--- config.mk ---
export PLATFORM = sky130hd
export DESIGN_NAME = wdg_kicker
export DESIGN_NICKNAME = d
export VERILOG_FILES = /design/src/rtl/wdg_pkg.sv /design/src/rtl/wdg_kicker.sv
export SDC_FILE = /design/constraint.sdc
export NUM_CORES = 1
export LEC_CHECK = 0
export BUFFER_PORTS_ARGS = -buffer_cell sky130_fd_sc_hd__clkbuf_2
export CAP_MARGIN = 25
export CORE_MARGIN = 3
export CORE_UTILIZATION = 30
export CTS_CLUSTER_DIAMETER = 150
export DETAILED_ROUTE_END_ITERATION = 6
export PLACE_DENSITY = 0.57
export REMOVE_ABC_BUFFERS = 1
export SLEW_MARGIN = 30
export SYNTH_ARGS = -nofsm -noshare
export SYNTH_HDL_FRONTEND = slang
export SYNTH_SLANG_ARGS = --single-unit
--- constraint.sdc ---
create_clock -name clk -period 3.64 [get_ports clk]
set_input_delay 0.728 -clock clk [delete_from_list [all_inputs] [get_ports clk]]
set_output_delay 0.728 -clock clk [all_outputs]
set_load 0.03 [all_outputs]
--- src/rtl/wdg_pkg.sv ---
// Purpose : shared definitions for the watchdog kicker (WDCSR field layout,
//           counter register offset, controller state encoding).
// Ports   : none (package).
package wdg_pkg;

  // WDCSR bit layout: enable in bit 0, timeout count in bits 13:4.
  localparam int WDCSR_EN_BIT     = 0;
  localparam int WDCSR_WTOCNT_LSB = 4;
  localparam int WDCSR_WTOCNT_MSB = 13;
  localparam int WDCSR_WTOCNT_W   = WDCSR_WTOCNT_MSB - WDCSR_WTOCNT_LSB + 1;

  // Byte offset of the watchdog counter register from WDCSR.
  localparam int WDG_CNT_OFFSET = 4;

  typedef enum logic [2:0] {
    ST_IDLE    = 3'd0,
    ST_WR_REQ  = 3'd1,
    ST_WR_WAIT = 3'd2,
    ST_RD_REQ  = 3'd3,
    ST_RD_WAIT = 3'd4
  } wdg_state_e;

endpackage

--- src/rtl/wdg_kicker.sv ---
// Purpose : periodically (or on request) rewrites WDCSR over pipelined Wishbone,
//           then reads back the watchdog counter and reports it on o_cnt.
// Latency : kick request -> strobe 1 cycle; read ack -> o_cnt/o_cnt_vld 1 cycle.
// Backpr. : strobe held with stable adr/dat while i_wb_stall=1; waits up to
//           ACK_TIMEOUT cycles for ack, aborting with o_err on timeout or i_wb_err.
// Ports   : clk/res_n (sync, active-low); i_en/i_kick kick control;
//           o_wb_* / i_wb_* Wishbone master; o_busy, o_cnt/o_cnt_vld, o_err status.
module wdg_kicker
  import wdg_pkg::*;
#(
  parameter int unsigned WB_ADDR_WIDTH = 32,
  parameter int unsigned WB_DATA_WIDTH = 32,
  parameter int unsigned WDG_BASE      = 0,
  parameter int unsigned KICK_PERIOD   = 64,
  parameter logic [WDCSR_WTOCNT_W-1:0] WTOCNT = 10'h10,
  parameter int unsigned ACK_TIMEOUT   = 16
) (
  input  logic                     clk,
  input  logic                     res_n,
  input  logic                     i_en,
  input  logic                     i_kick,
  output logic                     o_wb_cyc,
  output logic                     o_wb_stb,
  input  logic                     i_wb_stall,
  output logic [WB_ADDR_WIDTH-1:0] o_wb_adr,
  output logic                     o_wb_we,
  output logic [WB_DATA_WIDTH-1:0] o_wb_dat,
  output logic [3:0]               o_wb_sel,
  input  logic                     i_wb_ack,
  input  logic                     i_wb_err,
  input  logic [WB_DATA_WIDTH-1:0] i_wb_dat,
  output logic                     o_busy,
  output logic [WB_DATA_WIDTH-1:0] o_cnt,
  output logic                     o_cnt_vld,
  output logic                     o_err
);

  localparam int unsigned PW = (KICK_PERIOD > 1) ? $clog2(KICK_PERIOD) : 1;
  localparam int unsigned TW = (ACK_TIMEOUT > 1) ? $clog2(ACK_TIMEOUT) : 1;
  localparam logic [PW-1:0] PER_LAST = PW'(KICK_PERIOD - 1);
  localparam logic [TW-1:0] TMO_LAST = TW'(ACK_TIMEOUT - 1);

  localparam logic [WB_ADDR_WIDTH-1:0] WR_ADR = WB_ADDR_WIDTH'(WDG_BASE);
  localparam logic [WB_ADDR_WIDTH-1:0] RD_ADR = WB_ADDR_WIDTH'(WDG_BASE + WDG_CNT_OFFSET);
  localparam logic [WB_DATA_WIDTH-1:0] WR_WORD =
      (WB_DATA_WIDTH'(WTOCNT) << WDCSR_WTOCNT_LSB) | (WB_DATA_WIDTH'(1) << WDCSR_EN_BIT);

  wdg_state_e               state_q, state_d;
  logic [PW-1:0]            per_cnt_q, per_cnt_d;
  logic [TW-1:0]            tmo_cnt_q, tmo_cnt_d;
  logic                     pend_q, pend_d;
  logic                     cyc_q, cyc_d;
  logic                     stb_q, stb_d;
  logic                     we_q, we_d;
  logic [WB_ADDR_WIDTH-1:0] adr_q, adr_d;
  logic [WB_DATA_WIDTH-1:0] dat_q, dat_d;
  logic [3:0]               sel_q, sel_d;
  logic                     busy_q, busy_d;
  logic [WB_DATA_WIDTH-1:0] cnt_q, cnt_d;
  logic                     cnt_vld_q, cnt_vld_d;
  logic                     err_q, err_d;
  logic                     wr_phase, rd_phase;

  always_comb begin
    state_d   = state_q;
    per_cnt_d = per_cnt_q;
    tmo_cnt_d = tmo_cnt_q;
    pend_d    = pend_q;
    cnt_d     = cnt_q;
    cnt_vld_d = 1'b0;
    err_d     = 1'b0;

    // Kicks arriving mid-transaction collapse into one pending request.
    if (state_q != ST_IDLE && i_kick) begin
      pend_d = 1'b1;
    end

    unique case (state_q)
      ST_IDLE: begin
        if (!i_en) begin
          per_cnt_d = '0;
        end else if (pend_q || i_kick || per_cnt_q == PER_LAST) begin
          // Timer expiry, a fresh kick and a pending kick all merge into one.
          state_d   = ST_WR_REQ;
          per_cnt_d = '0;
          tmo_cnt_d = '0;
          pend_d    = 1'b0;
        end else begin
          per_cnt_d = per_cnt_q + 1'b1;
        end
      end

      ST_WR_REQ: begin
        if (i_wb_err) begin
          state_d = ST_IDLE;
          err_d   = 1'b1;
        end else if (!i_wb_stall) begin
          // An ack alongside acceptance completes the write immediately.
          if (i_wb_ack) begin
            state_d   = ST_RD_REQ;
            tmo_cnt_d = '0;
          end else begin
            state_d = ST_WR_WAIT;
          end
        end
      end

      ST_WR_WAIT: begin
        if (i_wb_err) begin
          state_d = ST_IDLE;
          err_d   = 1'b1;
        end else if (i_wb_ack) begin
          state_d   = ST_RD_REQ;
          tmo_cnt_d = '0;
        end else if (tmo_cnt_q == TMO_LAST) begin
          state_d = ST_IDLE;
          err_d   = 1'b1;
        end else begin
          tmo_cnt_d = tmo_cnt_q + 1'b1;
        end
      end

      ST_RD_REQ: begin
        if (i_wb_err) begin
          state_d = ST_IDLE;
          err_d   = 1'b1;
        end else if (!i_wb_stall) begin
          if (i_wb_ack) begin
            state_d   = ST_IDLE;
            cnt_d     = i_wb_dat;
            cnt_vld_d = 1'b1;
          end else begin
            state_d = ST_RD_WAIT;
          end
        end
      end

      ST_RD_WAIT: begin
        if (i_wb_err) begin
          state_d = ST_IDLE;
          err_d   = 1'b1;
        end else if (i_wb_ack) begin
          state_d   = ST_IDLE;
          cnt_d     = i_wb_dat;
          cnt_vld_d = 1'b1;
        end else if (tmo_cnt_q == TMO_LAST) begin
          state_d = ST_IDLE;
          err_d   = 1'b1;
        end else begin
          tmo_cnt_d = tmo_cnt_q + 1'b1;
        end
      end

      default: begin
        state_d = ST_IDLE;
      end
    endcase
  end

  // Bus outputs are decoded from the next state so they are registered
  // alongside it and line up with the state they describe.
  always_comb begin
    wr_phase = (state_d == ST_WR_REQ) || (state_d == ST_WR_WAIT);
    rd_phase = (state_d == ST_RD_REQ) || (state_d == ST_RD_WAIT);
    cyc_d    = wr_phase || rd_phase;
    stb_d    = (state_d == ST_WR_REQ) || (state_d == ST_RD_REQ);
    we_d     = wr_phase;
    adr_d    = wr_phase ? WR_ADR : (rd_phase ? RD_ADR : '0);
    dat_d    = wr_phase ? WR_WORD : '0;
    sel_d    = cyc_d ? 4'hF : 4'h0;
    busy_d   = (state_d != ST_IDLE);
  end

  always_ff @(posedge clk) begin
    if (!res_n) begin
      state_q   <= ST_IDLE;
      per_cnt_q <= '0;
      tmo_cnt_q <= '0;
      pend_q    <= 1'b0;
      cyc_q     <= 1'b0;
      stb_q     <= 1'b0;
      we_q      <= 1'b0;
      adr_q     <= '0;
      dat_q     <= '0;
      sel_q     <= '0;
      busy_q    <= 1'b0;
      cnt_q     <= '0;
      cnt_vld_q <= 1'b0;
      err_q     <= 1'b0;
    end else begin
      state_q   <= state_d;
      per_cnt_q <= per_cnt_d;
      tmo_cnt_q <= tmo_cnt_d;
      pend_q    <= pend_d;
      cyc_q     <= cyc_d;
      stb_q     <= stb_d;
      we_q      <= we_d;
      adr_q     <= adr_d;
      dat_q     <= dat_d;
      sel_q     <= sel_d;
      busy_q    <= busy_d;
      cnt_q     <= cnt_d;
      cnt_vld_q <= cnt_vld_d;
      err_q     <= err_d;
    end
  end

  assign o_wb_cyc  = cyc_q;
  assign o_wb_stb  = stb_q;
  assign o_wb_we   = we_q;
  assign o_wb_adr  = adr_q;
  assign o_wb_dat  = dat_q;
  assign o_wb_sel  = sel_q;
  assign o_busy    = busy_q;
  assign o_cnt     = cnt_q;
  assign o_cnt_vld = cnt_vld_q;
  assign o_err     = err_q;

endmodule

## Word-level counts from Yosys, hierarchy flattened

Cells that the tools add are included.

- Bits in registers: 120
- Latch bits: 0
- Memory bits (writable): 0
- Bits in read-only memories: 0
- Output and inout bits: 106
- Memories: 0

- $add $sub $neg: 2
- Multipliers: 0
- Divide/modulo/power cells: 0
- Order comparisons: 0
- Equality and inequality tests: 20
- Shifts and indexed selects: 0
- Multiplexer cells: 49
- Bitwise operators: 1
- Reduce and logical (&&, ||, !) cells: 17

Operator list:

| kind | count |
|---|---|
| $mux 32 | 4 |
| $pmux 32 s2 | 1 |
| $mux 4 | 11 |
| $mux 3 | 13 |
| $ne 2x2->1 const B | 10 |
| $pmux 4 s4 | 1 |
| $pmux 3 s5 | 1 |
| $mux 1 | 13 |
| $eq 3x2->1 const B | 4 |
| $mux 6 | 2 |
| $mux 9 | 1 |
| $reduce_and 9->1 | 1 |
| $add 6x1->6 const B | 1 |
| $eq 3x1->1 const B | 2 |
| $eq 3x3->1 const B | 2 |
| $eq 6x6->1 const B | 1 |
| $logic_or 1x1->1 | 6 |
| $reduce_bool 3->1 | 2 |
| $reduce_or 2->1 | 3 |
| $add 4x1->4 const B | 1 |
| $eq 4x4->1 const B | 1 |
| $pmux 1 s2 | 2 |
| $reduce_and 4->1 | 1 |
| $reduce_bool 4->1 | 1 |
| other kinds (4) | 4 |

## Longest topological paths before layout

Gate-level depths: netlist of the first run.

- Word-level depth: 9
- Gate-level depth with buffers: 8

## Least setup slack after synthesis of the first run

No wires, ideal clock.

- Path type: input to register
- Start point: input port i_wb_err
- End point: register tmo_cnt_q[0]
- Setup time: 0.070 ns
- Data arrival time: 1.826 ns
- Data required time: 3.570 ns
- Slack: 1.744 ns
- Cell stages on the path: 6
- Path through: buf_6 > nor4b_2 > a221o_1 > nand2_2 > or3_1 > a21boi_1

- Word-level cells in the longest chain between the ends: 2
- Elaborated cells between the ends (all ways): 4
- Classes of those cells: eq/ne: 3; reduce/logical: 1

Ends and longest elaborated chain:

| element | RTL line | source |
|---|---|---|
| start: declaration | wdg_kicker.sv:30 | `input logic i_wb_err,` |
| $ne 2x2->1 (no line) | n/a |  |
| $reduce_and 9->1 (no line) * | n/a |  |
| end signal: assignment | wdg_kicker.sv:193 | `tmo_cnt_q <= tmo_cnt_d;` |
| end: declaration | wdg_kicker.sv:50 | `logic [TW-1:0] tmo_cnt_q, tmo_cnt_d;` |

Mark *: on every way between the ends. The rest lies on a longest branch, timed or not.
A chain may end at the register's enable or synchronous reset.

## Final worst setup path of the first run

- Start point: input port i_wb_stall
- End point: register cnt_q[27] (netlist: o_cnt[27])

- Word-level cells in the longest chain between the ends: 2

Ends and longest elaborated chain:

| element | RTL line | source |
|---|---|---|
| start: declaration | wdg_kicker.sv:24 | `input logic i_wb_stall,` |
| $ne 2x2->1 (no line) | n/a |  |
| $reduce_and 4->1 (no line) | n/a |  |
| end signal: assignment | wdg_kicker.sv:202 | `cnt_q <= cnt_d;` |
| end: declaration | wdg_kicker.sv:59 | `logic [WB_DATA_WIDTH-1:0] cnt_q, cnt_d;` |

Every way passes these cells.

==> results of run 1 <==
-- flip-flops by register name, summed over array words and instances (netlist names) --
name / cells
o_err: 1
o_wb_adr: 1
o_wb_stb: 1
o_busy: 1
state_q: 3
o_wb_sel: 1
o_wb_dat: 1
o_cnt: 32
per_cnt_q: 6
tmo_cnt_q: 4
pend_q: 1
o_cnt_vld: 1
-- final timing paths --
| path | slack [ns] | cells after the start | endpoint |
|---|---|---|---|
| setup / recovery | 1.52 | 7 | o_cnt[27] |
| hold / removal | 0.46 | 2 | o_cnt[22] |
| setup reg to reg | 1.53 | 6 | o_cnt[27] |
| hold reg to reg | 0.46 | 2 | o_cnt[22] |
-- cell families after synthesis --
kind of cell	count (synthesis)
xor+xnor	2
compound gates	69
buf+inv	89
other cells	1
mux	1
fa+ha+maj	2
simple gates	109
flops	53
-- layer usage --
layer / routed length (µm) / vias up
met5: 0 / -
met2: 2570 / 87
met3: 411 / 6
li1: - / 1094
met1: 2600 / 951
met4: 59 / 0
-- synthesized netlist by cell type (3+ instances only) --
| library cell | n | share of area [%] |
|---|---|---|
| buf_4 | 71 | 19 |
| nand2_1 | 71 | 9.5 |
| dfxtp_1 | 53 | 38 |
| a21boi_1 | 35 | 9.4 |
| nor2_1 | 7 | 0.94 |
| a31oi_1 | 6 | 1.3 |
| buf_2 | 5 | 0.90 |
| clkbuf_1 | 5 | 0.67 |
| nor2b_1 | 5 | 1.1 |
| a21oi_1 | 4 | 0.72 |
| a22oi_1 | 4 | 1.1 |
| buf_6 | 4 | 1.6 |
| inv_1 | 4 | 0.54 |
| nand3_1 | 4 | 0.72 |
| o21ai_1 | 4 | 0.72 |
| nand2b_1 | 3 | 0.67 |
| nor3_1 | 3 | 0.54 |
-- final cells by class --
class	count	area, µm²
inverters	4	15.0
repair buffers	84	423
clock buffers	6	82.6
multi-input cells	244	1330
flip-flops and latches	53	1060
well taps	108	135
clock inverters	2	13.8
fillers	961	5830
-- power by group --
part / leakage (nW) / total, W / switching [W] / internal (W)
Combinational: 0.875 / 0.000179 / 0.000139 / 0.0000400
Clock: 0.0512 / 0.000350 / 0.000195 / 0.000155
Sequential: 0.428 / 0.000591 / 0.00000580 / 0.000585
-- critical path, cell delays in order --
cell	delay [ns]
clkbuf_2	0.11
and4bb_1	0.28
a21oi_1	0.08
nor3b_4	0.60
buf_4	0.34
nand2_1	0.09
a21boi_1	0.11
-- stage by stage --
step | hold WS, ns | worst slack, ns
finish | 0.458 | 1.52
global route | 0.479 | 1.27
CTS | 0.462 | 1.46
detailed placement | 0.447 | 1.14
global placement | 0.440 | 1.03
floorplan | 0.448 | 1.27
==> flow_summary.ini, run 1 <==
[floorplanning]
core_area_um2 = 8890
start_util_pct = 31.4
die_w_um = 103
die_area_um2 = 10500
ios = 145
row_count = 34
die_h_um = 103

[synthesis]
syn_avg_cell_area_um2 = 8.57
ys_types = 47
synth-compound-area-share_pct = 19.0
synth.yosys.seq_area_share_pct = 38.0
synth-edff-count = 0
async_reset_ff_share_pct = 0
synthAdderAreaFrac_pct = 0.896
synth-xor-area-share_pct = 0.627
ys_warn_count = 0
ys.flop_type = dfxtp_1
syn_inst = 326
synthMuxAreaShare_pct = 0.358
post_synth_and_or_nand_nor_area_fraction_pct = 18.2
ys_ff_latch = 53
syn-cell-area_um2 = 2790
synth_top_family_by_area = buffers and inverters

[clocking]
postCtsSetupBuffers = 0
clock_path_buffers = 2
cts.sinks = 53
clkTransAtPathRegs_ns = 0.09
cts_tree = yes
root_buffer = clkbuf_8
cts_hold_buf = 0
cts_resized = 0
clock_latency_ns = 0.30
cts_max_level = 2
numCtsBuffers = 5

[timing]
finalHoldViolCount = 0
worst_pin_slew_ns = 0.829
setup_tns_ns = 0
finalSetupViolCount = 0
rsz0062_at_grt = false
skew_ns = 0.0106
post-route-period-util_pct = 58.3
max_freq_mhz = 471
drv_slew = 0
finalCriticalPeriod_ns = 2.12
relSlewSlack_pct = 44.7

[cells_and_area]
final_cell_mix = clkbuf_2, nand2_1, conb_1
drive_above_1_share_pct = 25.2
area_delta_synth_final_pct = 9.45
final_common_cell = clkbuf_2
fin_area_um2 = 3060
postLayoutCoreUtil_pct = 34.4
n_antenna_cell = 0
fin_cells = 501
nets = 433

[placed_design]
port_buffers = 83
hpwlAfterDp_um = 4190
place_area_um2 = 2960
gp_congestion = 0.694
dp_cells = 493

[pwr]
peakVddDrop_mv = 0.145
power_w = 0.00112
p_leak_nw = 1.35
pwr_density_cell_nw_per_um2 = 366

[route]
via_count = 2138
first_pass_iters = 4
wl_per_cell_um = 11.3
drt_iter0_markers = 74
drcViolationCount = 0
drt_wl_total_um = 5640
final_antenna_net_count = 0
via_per_inst = 4.27

[worst_setup_path]
setup.worst_path.start_class = primary input
reg2reg_from = state_q[2]
cp-startpoint = i_wb_stall
path_class = in -> reg
end_kind = register
required_ns = 3.87
worstPathMaxFanout = 18
worstPathArrival_ns = 2.35

[worst_hold_path]
hp-start = o_cnt[22]
hold_class = reg -> reg

[global_route]
antenna_found_initial = 0
grtUsageMet2_pct = 16.7
grt_util_met1_pct = 13.9
grt_max_degree = 52
grt_pass1_vias = 1889
gr-total-overflow = 0
grt_pass1_wl_um = 8950
grt_busiest_layer = met2
track_usage_pct = 10.4
gr-usage-met3_pct = 2.71

[status]
status = complete, no violations

[flow_run]
drv_cap = 0
No activity file was read; power rests on OpenSTA's default activity.
==> run 2: changes to the inputs <==
==> constraint.sdc (replaced) <==
create_clock -name clk -period 2.1 [get_ports clk]
set_input_delay 0.42 -clock clk [delete_from_list [all_inputs] [get_ports clk]]
set_output_delay 0.42 -clock clk [all_outputs]
set_load 0.03 [all_outputs]
==> run 2 against run 1 <==
Net effect:
- flip-flop and latch count unchanged
- sequential power increased by 73%
- critical path depth down 1
- worst setup slack got worse by 1.3 ns
- total power grew 71%
- hold slack worse by 0.13 ns
- routed wire length rose by 1.9%
- critical path type is now reg -> reg
==> flow_summary.ini, run 2 (synthesis results as in run 1) <==
[worst_setup_path]
path_class = reg -> reg
worstPathArrival_ns = 2.13
end_kind = register
worstPathMaxFanout = 8
reg2regPathDepth = 6
setup.worst_path.start_class = register
required_ns = 2.34

[timing]
finalSetupViolCount = 0
worst_slack_ns = 0.210
drv_slew = 0
finalHoldViolCount = 0
holdWs_ns = 0.324
setup_tns_ns = 0
finalCriticalPeriod_ns = 1.89
max_freq_mhz = 529
rsz0062_at_grt = false
post-route-period-util_pct = 90.0
skew_ns = 0.0134

[floorplanning]
core_area_um2 = 8890
die_w_um = 103
die_area_um2 = 10500
start_util_pct = 31.4
ios = 145
die_h_um = 103
row_count = 34

[cells_and_area]
nets = 437
drive_above_1_share_pct = 25.7
final_cell_mix = clkbuf_2, nand2_1, conb_1
final_common_cell = clkbuf_2
area_delta_synth_final_pct = 10.7
largest_reg_flops = 32
n_antenna_cell = 0
postLayoutCoreUtil_pct = 34.8

[global_route]
grtUsageMet2_pct = 18.1
grt_max_degree = 34
antenna_found_initial = 0
grt_pass1_vias = 1916
gr-total-overflow = 0
grt_busiest_layer = met2
grt_pass1_wl_um = 8830
track_usage_pct = 10.4
grt_util_met1_pct = 13.0
gr-usage-met3_pct = 2.50

[flow_run]
drv_cap = 0

[route]
via_per_inst = 4.29
drt_iter0_markers = 37
drcViolationCount = 0
wl_per_cell_um = 11.4
via_count = 2166
first_pass_iters = 4
drt_wl_total_um = 5750
final_antenna_net_count = 0

[placed_design]
gp_congestion = 0.731
port_buffers = 83
hpwlAfterDp_um = 4260
place_ws_ns = 0.217

[clocking]
cts_max_level = 2
clock_path_buffers = 2
clock_latency_ns = 0.30
clkTransAtPathRegs_ns = 0.10
root_buffer = clkbuf_8
cts_tree = yes
numCtsBuffers = 5
cts.sinks = 53
postCtsSetupBuffers = 0

[pwr]
power_w = 0.00191
pwr_density_cell_nw_per_um2 = 618
peakVddDrop_mv = 0.293
p_leak_nw = 1.36

[status]
status = complete, no violations

[worst_hold_path]
hold_depth = 3
hold_class = in -> reg
## run 2: cell types whose count changed in the layout (fill, tap and decap cells not counted), sizes merged
cell | before | now
buf | 1 | 5
clkinvlp | 0 | 2
clkinv | 2 | 0
## run 2: repair_timing
item / 4_1_cts / 5_1_grt
gates resized for setup: 0 / 1
endpoints found under the hold margin: 0 / 0
hold buffers: 0 / 0
setup endpoints to repair: 0 / 1
## run 2: worst max-delay path, stage by stage, from the launching register on
cell and delay, ns:
dfxtp_1 0.36, ha_1 0.25, and3_1 0.20, a311oi_2 0.36, and4_2 0.37, a41oi_1 0.13, a31oi_1 0.16
## run 2: path summary, 6_finish.rpt
kind / startpoint / end / slack (ns)
worst max-delay path: per_cnt_q[0] / per_cnt_q[3] / 0.21
worst min-delay path: i_wb_dat[9] / o_cnt[9] / 0.32
worst max register to register: per_cnt_q[0] / per_cnt_q[3] / 0.21
worst min register to register: o_cnt[10] / o_cnt[10] / 0.46
## run 2: power breakdown
group / internal (W) / leakage, nW / switching [W] / total (W)
Sequential: 0.00101 / 0.428 / 0.00000990 / 0.00102
Clock: 0.000236 / 0.0374 / 0.000339 / 0.000575
Combinational: 0.0000711 / 0.897 / 0.000242 / 0.000313
Total: 0.00132 / 1.36 / 0.000591 / 0.00191
## run 2: routing by layer
layer	up-vias	wire, µm
met1	967	2520
met2	89	2750
met5	-	0
met4	0	49
met3	6	431
li1	1104	-
## run 2: final cells by class
cell class | count | area [µm²]
Fill cell | 968 | 5800
Multi-Input combinational cell | 244 | 1330
Sequential cell | 53 | 1060
Timing Repair Buffer | 88 | 465
Tap cell | 108 | 135
Clock buffer | 6 | 72.6
Clock inverter | 2 | 15.0
Inverter | 4 | 15.0
## run 2: per-stage QoR
stage | instance area, µm² | std cells
floorplan | 2400 | 301
global placement | 3000 | 497
detailed placement | 3000 | 497
CTS | 3090 | 505
global route | 3090 | 505
finish | 3090 | 505
